==> config.mk <==
export PLATFORM = sky130hd
export DESIGN_NAME = mem_write_monitor
export DESIGN_NICKNAME = d
export VERILOG_FILES = /design/src/rtl/mem_write_monitor.sv
export SDC_FILE = /design/constraint.sdc
export NUM_CORES = 2
export LEC_CHECK = 0
export ABC_AREA = 1
export BUFFER_PORTS_ARGS = -buffer_cell sky130_fd_sc_hd__buf_2
export CAP_MARGIN = 20
export CORE_ASPECT_RATIO = 1.2
export CORE_MARGIN = 3
export CORE_UTILIZATION = 40
export CTS_CLUSTER_DIAMETER = 30
export DETAILED_ROUTE_END_ITERATION = 12
export PLACE_DENSITY = 0.56
export SLEW_MARGIN = 10
export SYNTH_ARGS = -nofsm -noshare
export SYNTH_HDL_FRONTEND = slang
export SYNTH_SLANG_ARGS = --single-unit
==> constraint.sdc <==
create_clock -name clk -period 7.9 [get_ports clk]
set_input_delay 1.975 -clock clk [delete_from_list [all_inputs] [get_ports clk]]
set_output_delay 1.975 -clock clk [all_outputs]
set_load 0.02 [all_outputs]
==> src/rtl/mem_write_monitor.sv <==
// Store-watch checker for the data-memory write port. Stores are compared
// against a programmable table of address/data signatures. A hit can end the
// run as PASS or FAIL, or just bump a mark counter. The run ends as TIMEOUT
// if no stop hit arrives in time. Stores seen while running are kept in a
// small first-word-fall-through log for debug readout.
//
// Log handshake: log_valid high means the head fields are valid. log_rd pops
// the head on the rising edge. A pop while log_valid is low is ignored.
module mem_write_monitor #(
    parameter int  DW      = 64,
    parameter int  AW      = 64,
    parameter int  NSIG    = 4,
    parameter int  TIMEOUT = 1000,
    parameter int  CW      = 32,
    parameter int  LOGD    = 8,
    localparam int IW      = (NSIG > 1) ? $clog2(NSIG) : 1,
    localparam int PW      = $clog2(LOGD),
    localparam int LCW     = $clog2(LOGD) + 1
) (
    input  logic           clk,
    input  logic           reset,
    input  logic [1:0]     memwrite,
    input  logic [AW-1:0]  dataadr,
    input  logic [DW-1:0]  writedata,
    input  logic           cfg_we,
    input  logic [IW-1:0]  cfg_idx,
    input  logic [AW-1:0]  cfg_adr,
    input  logic [DW-1:0]  cfg_data,
    input  logic [1:0]     cfg_action,
    output logic [1:0]     status,
    output logic           done,
    output logic [IW-1:0]  hit_idx,
    output logic [CW-1:0]  cycle_cnt,
    output logic [CW-1:0]  write_cnt,
    output logic [CW-1:0]  mark_cnt,
    input  logic           log_rd,
    output logic           log_valid,
    output logic [AW-1:0]  log_adr,
    output logic [DW-1:0]  log_data,
    output logic [CW-1:0]  log_cycle,
    output logic [LCW-1:0] log_count,
    output logic           log_overflow
);

    typedef enum logic [1:0] {
        ST_RUN     = 2'b00,
        ST_PASS    = 2'b01,
        ST_FAIL    = 2'b10,
        ST_TIMEOUT = 2'b11
    } state_t;

    localparam logic [1:0]     ACT_OFF    = 2'b00;
    localparam logic [1:0]     ACT_PASS   = 2'b01;
    localparam logic [1:0]     ACT_MARK   = 2'b10;
    localparam logic [1:0]     ACT_FAIL   = 2'b11;
    localparam logic [CW-1:0]  CNT_MAX    = '1;
    localparam logic [CW-1:0]  LAST_CYCLE = CW'(TIMEOUT - 1);
    localparam logic [LCW-1:0] LOG_FULL   = LCW'(LOGD);

    state_t        state, state_next;
    logic [IW-1:0] hit_next;

    logic [AW-1:0] sig_adr  [NSIG];
    logic [DW-1:0] sig_data [NSIG];
    logic [1:0]    sig_act  [NSIG];

    logic          store, running;
    logic          match_any;
    logic [IW-1:0] match_idx;
    logic [1:0]    match_act;

    logic [AW-1:0] mem_adr   [LOGD];
    logic [DW-1:0] mem_data  [LOGD];
    logic [CW-1:0] mem_cycle [LOGD];
    logic [PW-1:0] rd_ptr, wr_ptr;
    logic          push, pop, full;

    assign store   = |memwrite;
    assign running = (state == ST_RUN);
    assign status  = state;
    assign done    = (state != ST_RUN);

    // Signature table: written by the config port, cleared by reset.
    always_ff @(posedge clk) begin
        if (reset) begin
            for (int i = 0; i < NSIG; i++) begin
                sig_adr[i]  <= '0;
                sig_data[i] <= '0;
                sig_act[i]  <= ACT_OFF;
            end
        end else if (cfg_we && (int'(cfg_idx) < NSIG)) begin
            sig_adr[cfg_idx]  <= cfg_adr;
            sig_data[cfg_idx] <= cfg_data;
            sig_act[cfg_idx]  <= cfg_action;
        end
    end

    // Match search: scanning downwards leaves the lowest matching index.
    always_comb begin
        match_any = 1'b0;
        match_idx = '0;
        match_act = ACT_OFF;
        for (int i = NSIG - 1; i >= 0; i--) begin
            if (store && (sig_act[i] != ACT_OFF) &&
                (sig_adr[i] == dataadr) && (sig_data[i] == writedata)) begin
                match_any = 1'b1;
                match_idx = IW'(i);
                match_act = sig_act[i];
            end
        end
    end

    // Run state register together with the latched hit index.
    always_ff @(posedge clk) begin
        if (reset) begin
            state   <= ST_RUN;
            hit_idx <= '0;
        end else begin
            state   <= state_next;
            hit_idx <= hit_next;
        end
    end

    // Next state: a stop hit outranks the timeout in the same cycle.
    always_comb begin
        state_next = state;
        hit_next   = hit_idx;
        if (state == ST_RUN) begin
            if (match_any && (match_act == ACT_PASS)) begin
                state_next = ST_PASS;
                hit_next   = match_idx;
            end else if (match_any && (match_act == ACT_FAIL)) begin
                state_next = ST_FAIL;
                hit_next   = match_idx;
            end else if (cycle_cnt == LAST_CYCLE) begin
                state_next = ST_TIMEOUT;
                hit_next   = '0;
            end
        end
    end

    // Saturating counters; they advance only while the run is live.
    always_ff @(posedge clk) begin
        if (reset) begin
            cycle_cnt <= '0;
            write_cnt <= '0;
            mark_cnt  <= '0;
        end else if (running) begin
            if (cycle_cnt != CNT_MAX) cycle_cnt <= cycle_cnt + CW'(1);
            if (store && (write_cnt != CNT_MAX)) write_cnt <= write_cnt + CW'(1);
            if (match_any && (match_act == ACT_MARK) && (mark_cnt != CNT_MAX))
                mark_cnt <= mark_cnt + CW'(1);
        end
    end

    assign push = running && store;
    assign pop  = log_rd && (log_count != '0);
    assign full = (log_count == LOG_FULL);

    // Log FIFO: a push into a full log without a pop drops the oldest entry.
    always_ff @(posedge clk) begin
        if (reset) begin
            rd_ptr       <= '0;
            wr_ptr       <= '0;
            log_count    <= '0;
            log_overflow <= 1'b0;
            for (int i = 0; i < LOGD; i++) begin
                mem_adr[i]   <= '0;
                mem_data[i]  <= '0;
                mem_cycle[i] <= '0;
            end
        end else begin
            if (push) begin
                mem_adr[wr_ptr]   <= dataadr;
                mem_data[wr_ptr]  <= writedata;
                mem_cycle[wr_ptr] <= cycle_cnt;
                wr_ptr            <= wr_ptr + PW'(1);
            end
            if (pop || (push && full)) rd_ptr <= rd_ptr + PW'(1);
            if (push && full && !pop) log_overflow <= 1'b1;
            if (push && !pop && !full)
                log_count <= log_count + LCW'(1);
            else if (pop && !push)
                log_count <= log_count - LCW'(1);
        end
    end

    assign log_valid = (log_count != '0);
    assign log_adr   = mem_adr[rd_ptr];
    assign log_data  = mem_data[rd_ptr];
    assign log_cycle = mem_cycle[rd_ptr];

endmodule

==> flow_summary.yaml <==
floorplan:
  die_h_um: 528
  die_w_um: 441
  placementRows: 191
  core_area_um2: 226000
  io-pin-count: 533
  dieArea_um2: 233000
  start_util_pct: 40.2
sta:
  finalHoldViolCount: 0
  period_share_pct: 83.1
  fin_skew_ns: 0.0452
  worst_slack_ns: 1.33
  min_period_ns: 6.57
  rsz0062_at_grt: "false"
  max_slew_margin_pct: 11.8
  fin_setup_tns_ns: 0
  maxSlewViolCount: 0
  finalSetupViolCount: 0
  max_slew.worst_pin.slew_ns: 1.31
  fmax_mhz: 152
clocking:
  cts.sinks: 1914
  post-cts-setup-buffer-count: 0
  ctsResizeCount: 0
  worstSkewPairLatency_ns: 0.91
  clk_pin_slew_ns: 0.05
  cts_buffers: 441
  clockBufferDepth: 4
  clock-root-buffer: "clkbuf_16"
  cts_max_level: 5
  cts_tree: "built"
  ctsHoldBuffers: 0
grt:
  grt_pass1_wl_um: 601000
  grt_pass1_vias: 73500
  antenna_found_initial: 49
  grt-ovfl-total: 0
  grtUsageTotal_pct: 37.4
  grt_start_max_net_pins: 179
synthesis:
  synth_common_cells: "3,494 x nor2_1, 1,800 x edfxtp_1, 1,287 x nand2_1, 744 x o21ai_0, 603 x inv_1"
  synthTopCellsByArea: "edfxtp_1 60%, nor2_1 14%, nand2_1 5.3%, o21ai_0 4.1%, dfxtp_1 2.5%"
  syn_inst: 9904
  synth_cell_type_count: 46
  synth_ff_type: "edfxtp_1"
  syn_avg_cell_area_um2: 9.17
  syn_area_um2: 90800
  synth_top_area_share_pct: 59.5
  yosysMostFrequentCell: "nor2_1"
  ys_warn_count: 0
  ys_seq_area_share_pct: 62.0
  synth_edf_count: 1800
  syn-num-nets: 10200
  synth_seq_cells: 1914
  yosysTopAreaCell: "edfxtp_1"
  synthArstFlopShare_pct: 0
place:
  dp_hpwl_um: 317000
  place_ws_ns: 1.26
  place_area_um2: 96100
  gp_congestion: 1.08
  io_buffers: 532
critical_path:
  cp-end-kind: "output pin"
  worst_setup_path_start_kind: "flop"
  critPathRequiredTime_ns: 5.93
  cp_max_fo: 109
  worstSetupPathType: "flop to output pin"
  arrival_ns: 4.59
drt:
  detail_route.wl_per_cell_um: 32.3
  drc: 0
  num_vias: 77300
  drtIter0Drc: 9195
  drt_wl_total_um: 445000
  final_antenna_net_count: 0
  avgViaCountPerCell: 5.60
  first_pass_iters: 8
pwr:
  leakagePower_nw: 45.4
  p_per_area_nw_per_um2: 354
  finalPower_mw: 39.4
  peakVddDrop_mv: 0.312
layout:
  drive_above_1_share_pct: 14.2
  syn_to_final_growth_pct: 22.7
  final_nets: 10700
  fin_area_um2: 111000
  fin_util_pct: 49.3
min_path:
  hold_class: "flop to flop"
run:
  max-cap-violations: 0
status:
  status: "finished, final reports clean"
## final timing paths
| kind | start | endpoint | slack, ns | cells past startpoint |
|---|---|---|---|---|
| max | flop | log_cycle[22] | 1.33 | 7 |
| max reg2reg | status[1] | mem_data[5][40] | 3.27 | 10 |
| min reg2reg | write_cnt[30] | write_cnt[30] | 0.46 | 2 |
| min | write_cnt[30] | write_cnt[30] | 0.46 | 2 |
## cells in the final DEF (no fill, tap or decap), types with 76 or more instances in the layout
| cell type | netlist | layout |
|---|---|---|
| nand4_1 | 140 | 140 |
| dfxtp_1 | 114 | 112 |
| nor2_1 | 3494 | 3494 |
| o22ai_1 | 161 | 161 |
| a21oi_1 | 76 | 76 |
| o21ai_0 | 744 | 744 |
| nand2_1 | 1287 | 1266 |
| edfxtp_1 | 1800 | 1800 |
| clkinv_1 | 19 | 101 |
| xnor2_1 | 128 | 126 |
| inv_1 | 603 | 601 |
| clkbuf_16 | 0 | 451 |
| buf_2 | 76 | 534 |
| bufinv_16 | 0 | 76 |
| inv_2 | 87 | 85 |
| nor3_1 | 94 | 94 |
| a31oi_1 | 161 | 161 |
| nand3_1 | 137 | 136 |
## registers in the layout, indices dropped and copies added (netlist names), 8 cells and up, named ones only
register / count
mem_cycle: 256
sig_data: 256
mem_data: 512
mem_adr: 512
mark_cnt: 32
sig_act: 8
cycle_cnt: 32
write_cnt: 32
sig_adr: 256
## kinds of logic (layout without fill, tap and decap cells)
group | count (synthesis) | in the layout | share of synthesized area [%]
compound gates | 1173 | 1173 | 6.97
xor+xnor | 195 | 195 | 1.88
fa+ha+maj | 8 | 8 | 0.118
buf+inv | 1290 | 2151 | 5.69
flops | 1914 | 1914 | 62.0
other cells | 0 | 37 | 0
simple gates | 5324 | 5324 | 23.3
## power breakdown
part	internal [mW]	switching [mW]
Combinational	2.07	6.49
Clock	12.8	5.95
Sequential	11.8	0.331
## stage by stage
step / hold WS, ns / cells
after detailed placement: 0.451 / 12900
after CTS: 0.458 / 13800
final: 0.461 / 13800
after global placement: 0.454 / 12900
after global routing: 0.488 / 13800
after floorplan: 0.448 / 9904
## critical path, cell delays in order (launching register included)
cell     delay [ns]
dfxtp_4        0.61
buf_12         0.46
buf_4          0.93
o21ai_0        0.22
o22ai_1        0.32
nor2_1         0.09
a31oi_1        0.50
buf_2          0.28
## layer usage
layer / global-route usage [%] / vias up / wire, um
met5: 0 / - / 49
met4: 26.5 / 8 / 37300
met3: 6.07 / 948 / 34000
met2: 58.8 / 4317 / 204000
met1: 46.9 / 38000 / 170000
li1: - / 34000 / -
## cell type report
| type | instances | area (um^2) |
|---|---|---|
| Multi-Input combinational cell | 6700 | 29500 |
| Inverter | 709 | 2690 |
| Tap cell | 2991 | 3740 |
| Clock buffer | 503 | 11500 |
| Antenna cell | 37 | 92.6 |
| Fill cell | 21300 | 114000 |
| Sequential cell | 1914 | 56300 |
| Timing Repair Buffer | 636 | 3850 |
| Clock inverter | 303 | 3690 |
(Power assumes the default switching activity.)
